**src/rtl/arbitro_display_bcd.sv**
```systemverilog
// rtl/arbitro_display_bcd.sv - arbitrates two requesters onto a 4-digit BCD display
// Grants A or B, converts the captured value by sequential double-dabble, then holds it on screen.
module arbitro_display_bcd #(
    parameter int HOLD_CYCLES = 25000000,
    parameter bit PRIO_B      = 1'b1
) (
    input  logic        clk,
    input  logic        rst_n,
    input  logic        req_a,
    input  logic [13:0] val_a,
    input  logic        req_b,
    input  logic [13:0] val_b,
    output logic        ack_a,
    output logic        ack_b,
    output logic [3:0]  unidades,
    output logic [3:0]  decenas,
    output logic [3:0]  centenas,
    output logic [3:0]  unidadesMillar,
    output logic        ovf,
    output logic        busy
);

    localparam int HW = (HOLD_CYCLES > 1) ? $clog2(HOLD_CYCLES) : 1;

    typedef enum logic [1:0] {
        IDLE,
        SHIFT,
        DONE,
        HOLD
    } state_t;

    state_t        state;
    state_t        state_next;
    logic [13:0]   bin_sr;
    logic [13:0]   val_cap;
    logic [15:0]   bcd_sr;
    logic [15:0]   bcd_adj;
    logic [3:0]    count;
    logic [HW-1:0] hold_cnt;
    logic          last_b;
    logic          sel_b;

    // With both pending the side that was not served last wins, giving strict alternation.
    always_comb begin
        sel_b = 1'b0;
        if (req_a && req_b) begin
            sel_b = !last_b;
        end else begin
            sel_b = req_b;
        end
    end

    always_comb begin
        bcd_adj = bcd_sr;
        for (int i = 0; i < 4; i++) begin
            if (bcd_sr[4*i +: 4] >= 4'd5) begin
                bcd_adj[4*i +: 4] = bcd_sr[4*i +: 4] + 4'd3;
            end
        end
    end

    always_ff @(posedge clk) begin
        if (!rst_n) begin
            state <= IDLE;
        end else begin
            state <= state_next;
        end
    end

    always_comb begin
        state_next = state;
        case (state)
            IDLE:    if (req_a || req_b) state_next = SHIFT;
            SHIFT:   if (count == 4'd13) state_next = DONE;
            DONE:    state_next = HOLD;
            HOLD:    if (hold_cnt == '0) state_next = IDLE;
            default: state_next = IDLE;
        endcase
    end

    always_ff @(posedge clk) begin
        if (!rst_n) begin
            bin_sr         <= '0;
            val_cap        <= '0;
            bcd_sr         <= '0;
            count          <= '0;
            hold_cnt       <= '0;
            // Reset marks the non-preferred side as last served so the preferred side wins first.
            last_b         <= !PRIO_B;
            ack_a          <= 1'b0;
            ack_b          <= 1'b0;
            unidades       <= '0;
            decenas        <= '0;
            centenas       <= '0;
            unidadesMillar <= '0;
            ovf            <= 1'b0;
        end else begin
            ack_a <= 1'b0;
            ack_b <= 1'b0;
            case (state)
                IDLE: begin
                    if (req_a || req_b) begin
                        bin_sr  <= sel_b ? val_b : val_a;
                        val_cap <= sel_b ? val_b : val_a;
                        bcd_sr  <= '0;
                        count   <= '0;
                        last_b  <= sel_b;
                    end
                end
                SHIFT: begin
                    {bcd_sr, bin_sr} <= {bcd_adj[14:0], bin_sr, 1'b0};
                    count            <= count + 4'd1;
                end
                DONE: begin
                    if (val_cap > 14'd9999) begin
                        {unidadesMillar, centenas, decenas, unidades} <= 16'hEEEE;
                        ovf <= 1'b1;
                    end else begin
                        {unidadesMillar, centenas, decenas, unidades} <= bcd_sr;
                        ovf <= 1'b0;
                    end
                    ack_a    <= !last_b;
                    ack_b    <= last_b;
                    hold_cnt <= HW'(HOLD_CYCLES - 1);
                end
                HOLD: begin
                    if (hold_cnt != '0) begin
                        hold_cnt <= hold_cnt - 1'b1;
                    end
                end
                default: ;
            endcase
        end
    end

    assign busy = (state != IDLE);

endmodule
```
**config.mk**
```make
export PLATFORM = sky130hd
export DESIGN_NAME = arbitro_display_bcd
export DESIGN_NICKNAME = d
export VERILOG_FILES = /design/src/rtl/arbitro_display_bcd.sv
export SDC_FILE = /design/constraint.sdc
export NUM_CORES = 1
export LEC_CHECK = 0
export ABC_AREA = 1
export CORE_ASPECT_RATIO = 1.4
export CORE_MARGIN = 3
export CORE_UTILIZATION = 25
export CTS_CLUSTER_DIAMETER = 100
export DETAILED_ROUTE_END_ITERATION = 16
export PLACE_DENSITY_LB_ADDON = 0.2
export SYNTH_ARGS = -nofsm -noshare
export SYNTH_HDL_FRONTEND = slang
export SYNTH_SLANG_ARGS = --single-unit
```
**constraint.sdc**
```tcl
create_clock -name clk -period 3.1 [get_ports clk]
set_input_delay 0.465 -clock clk [delete_from_list [all_inputs] [get_ports clk]]
set_output_delay 0.465 -clock clk [all_outputs]
set_load 0.1 [all_outputs]
```
After elaboration in Yosys (flattened, before gate mapping) --
Index checks and enable logic that the tools add are counted.
Word-level totals: register bits 95
Cells by class: reduce and logical (&&, ||, !) cells 14, equal/unequal tests 8, add/sub/neg operators 6, order comparisons 5, muxes and demuxes 23
Operators by type and width (number):
- $pmux W25 S2 | 1
- $mux W4 | 8
- $pmux W16 S2 | 1
- $mux W14 | 2
- $pmux W14 S2 | 1
- $logic_not A25 Y1 | 1
- $mux W25 | 1
- $reduce_bool A25 Y1 | 1
- $sub A25 B1 Y25 const B | 1
- $ge A4 B3 Y1 const B | 4
- $mux W16 | 1
- $gt A14 B14 Y1 const B | 1
- $add A4 B2 Y4 const B | 3
- $ne A2 B2 Y1 const B | 4
- $pmux W2 S4 | 1
- $pmux W4 S2 | 1
- $reduce_and A2 Y1 | 4
- $mux W2 | 3
- $reduce_bool A2 Y1 | 3
- $add A4 B1 Y4 const B | 1
- $eq A2 B2 Y1 const B | 2
- $eq A4 B4 Y1 const B | 1
- $add A3 B2 Y3 const B | 1
- $mux W3 | 1
- other kinds (7) | 8

Longest topological paths before layout --
depth after elaboration 5, depth in mapped cells 10, gate-level depth less buffers 10

Worst setup path before layout --
No wires, ideal clock.
kind flip-flop to flip-flop, from register state[0], to register bin_sr[10], setup slack 0.894 ns, data arrival time 2.132 ns, buffers on the path 1, clock period less this slack 2.206 ns, stages on the path, launching flop included 9, path through dfxtp_1 inv_1 ha_1 inv_1 nor3_1 nor2_2 buf_2 nand2_1 a31oi_1
Between the ends: word-level cells in the longest chain between the ends 3, elaborated cells between the ends (all ways) 6, classes of those cells eq/ne (2); mux (1); reduce/logical (3)
Ends and longest elaborated chain:
- start: declaration | RTL line 32 | state_t state;
- start signal: assignment | RTL line 66 | state <= state_next;
- $eq A2 B1 Y1 or $logic_not A2 Y1 (tied branches) | RTL line 100 | case (state)
- $reduce_bool A2 Y1 (no source line) or $ne A2 B2 Y1 (tied branches)
- $reduce_and A2 Y1 (no source line)
- end signal: assignment | RTL line 103 | bin_sr <= sel_b ? val_b : val_a;
- end signal: assignment | RTL line 111 | {bcd_sr, bin_sr} <= {bcd_adj[14:0], bin_sr, 1'b0};
- end: declaration | RTL line 34 | logic [13:0] bin_sr;
Several ways; a longest one is shown, not always the timed one. A chain may end at the register's enable or synchronous reset.

Worst setup path after layout --
from register state[0], to register bcd_sr[10]
Between the ends: word-level cells in the longest chain between the ends 3, elaborated cells between the ends (all ways) 6, classes of those cells eq/ne (2); mux (1); reduce/logical (3)
Ends and longest elaborated chain:
- $eq A2 B1 Y1 or $logic_not A2 Y1 (tied branches) | RTL line 100
- $reduce_bool A2 Y1 (no source line) or $ne A2 B2 Y1 (tied branches)
- $reduce_and A2 Y1 (no source line)
- end signal: assignment | RTL line 111
- end: declaration | RTL line 36 | logic [15:0] bcd_sr;
Several ways; a longest one is shown, not always the timed one.

==> reports/results.tsv <==
stage	metric	value	unit
clock_network	cts_setup_buffers	0	
global_route	grt-ovfl-total	0	
placed_design	dp_hpwl	9370	um
final_layout	drive_gt1_frac	0.110	
final_layout	instances_no_fill	1006	
clock_network	postCtsHoldBufs	0	
synth	ys_seq_area_frac	0.372	
route	wl_per_cell	13.1	um
global_route	antenna_found_initial	0	
clock_network	clk_pin_slew	70	ps
clock_network	clock_path_buffers	2	
sta	fmaxAchievable	444	MHz
power_and_ir_drop	leakage	2.35	nW
critical_path	startpoint_type	flip-flop	
synth	syn_area	4900	um^2
synth	ys_types	40	
route	vias	4548	
run	max-cap-violations	0	
critical_path	cp_top_family	simple AND/OR/NAND/NOR gates	
placed_design	placed_area	5570	um^2
critical_path	crit_chain	inv_1 -> ha_1 -> inv_1 -> nor3_1 -> nor2_2 -> inv_2 -> a21oi_1 -> o21ai_1 -> a21oi_1	
critical_path	endpoint_kind	flip-flop	
synth	synthTopCellsByArea	dfxtp_1 (37%), nand2_1 (15%), nor2_1 (5.8%), nand3_1 (5.2%), a21oi_1 (4.9%)	
sta	period_share	0.726	
placed_design	place.gp.congestion	0.803	
route	via_per_inst	4.52	
die	boundaryPins	52	
clock_network	cts_sinks	91	
clock_network	cts_tree	built	
die	start_util	0.259	
global_route	track_usage	0.126	
power_and_ir_drop	ir_drop	0.000568	V
global_route	grt_pass1_wl	21800	um
die	die_h	172	um
sta	setup_viol	0	
die	die_x	124	um
synth	ys.warnings.count	0	
die	dieArea	21300	um^2
route	totalWireLength	13200	um
die	core-area	18900	um^2
critical_path	crit_buf_inv	3	
final_layout	antenna_cells	0	
global_route	grt_max_degree	41	
sta	worst_pin_slew	790	ps
sta	hold_ws	471	ps
synth	ys_ff_latch	91	
clock_network	clockRootBuffer	clkbuf_16	
synth	synth_most_common_cell	nand2_1	
synth	synthCells	717	
global_route	grt_pass1_vias	4438	
sta	hold_viol_final	0	
critical_path	worst_ep_arrival_time	2530	ps
critical_path	required	3380	ps
clock_network	cts_resized	0	
sta	skew	11.4	ps
final_layout	final_area	5880	um^2
sta	timing.final.crit_period	2250	ps
placed_design	io_buffer_count	51	
critical_path	setup.worst_path.class	reg -> reg	
synth	syn_area_per_cell	6.83	um^2
worst_hold_path	min_path_type	reg -> reg	
clock_network	clock_latency	350	ps
clock_network	numCtsBuffers	9	
critical_path	crit_path_top_delay_cell	nor2_2	
route	first_pass_iters	4	
power_and_ir_drop	power.total	6.98	mW
critical_path	max_stage_delay	610	ps
route	drc	0	
power_and_ir_drop	power_density	1190	nW/um^2
route	dr.first_iter.drc_count	171	
synth	synth_ff_type	dfxtp_1	
final_layout	syn_to_final_growth	20.0	%
die	rows	59	
synth	ys_async_sr_fraction	0	
status	status	complete, no violations	
placed_design	dp.cells	990	
synth	post-synth-top-area-cell	dfxtp_1	
sta	maxSlewHeadroom	0.473	
sta	rsz0062_at_grt	no	
synth	synth_edf_count	0	
synth	syn_nets	765	
synth	synth_top_area_share	0.372	
route	ant_nets	0	
clock_network	h-tree-depth	3	
final_layout	final_nets	805	
critical_path	crit_fanout	18	
synth	ys_top_cells_by_count	nand2_1 (190), dfxtp_1 (91), nor2_1 (76)	
sta	setup_tns	0	ps
sta	drv_slew	0	
worst paths after layout:
| path | start | endpoint | slack, ps | cells past startpoint |
|---|---|---|---|---|
| setup reg to reg | state[0] | bcd_sr[10] | 850 | 9 |
| hold reg to reg | bin_sr[13] | bcd_sr[0] | 470 | 2 |
| setup / recovery | state[0] | bcd_sr[10] | 850 | 9 |
| hold / removal | bin_sr[13] | bcd_sr[0] | 470 | 2 |
flip-flops by register name (all words and copies together), names as in the netlist:
signal          cells
ack_b               1
ovf                 1
last_b              1
unidadesMillar      4
centenas            4
bin_sr             14
hold_cnt           25
unidades            4
ack_a               1
decenas             4
state               2
bcd_sr             16
count               4
val_cap            10
worst reg2reg max path, delay by kind of cell (launching register included):
| kind | cells | cell delay (ps) |
|---|---|---|
| AND/OR/NAND/NOR | 2 | 690 |
| adder cells (fa/ha/maj) | 1 | 270 |
| buffers and inverters | 3 | 460 |
| AO/OA/AOI/OAI | 3 | 380 |
| flip-flops | 1 | 380 |
area by class of cell:
type                       count  area [um^2]
clock buffer                  10          229
clock inverter                 6         72.6
fill                        2163        13000
inverter                      70          263
multi-input combinational    526         2650
sequential                    91         1820
tap                          244          305
timing repair buffer          59          533
power breakdown:
part           leakage, nW  switching [mW]  internal (mW)
clock network        0.144           0.514          0.635
registers            0.743           0.290           1.53
logic                 1.47            2.80           1.21
total                 2.35            3.61           3.38
cell usage in the layout, fill, tap and decap left out, types with 8 or more instances in the layout:
cell type	Yosys	layout
nand2_1	190	190
dfxtp_1	91	91
nor2_1	76	76
inv_1	64	63
nand3_1	51	51
a21oi_1	48	48
o21ai_0	45	45
clkdlybuf4s50_1	0	31
buf_4	1	27
a31oi_1	25	25
ha_1	16	16
nand2_2	10	10
clkbuf_16	0	9
nor3_1	8	8
logic make-up (layout without fill, tap and decap cells):
kind of cell / Yosys count / in the layout / synth area share
flops: 91 / 91 / 0.372
compound gates: 137 / 137 / 0.157
fa+ha+maj: 16 / 16 / 0.0409
xor+xnor: 6 / 6 / 0.0107
simple gates: 366 / 366 / 0.331
buf+inv: 100 / 145 / 0.0864
mux: 1 / 1 / 0.00204
metrics by stage:
step	utilization	setup slack, ps
2_1_floorplan	-	894
3_3_place_gp	0.295	730
3_5_place_dp	0.295	659
4_1_cts	0.311	822
5_1_grt	0.311	580
6_report	0.311	849
layer usage:
| layer | vias to the layer above | wire length, um | track usage |
|---|---|---|---|
| li1 | 2416 | - | - |
| met1 | 2055 | 5850 | 0.145 |
| met2 | 58 | 6730 | 0.234 |
| met3 | 19 | 358 | 0.0214 |
| met4 | 0 | 249 | 0.0477 |
| met5 | - | 0 | 0 |
Note: power is estimated with default switching activity, not from simulation.
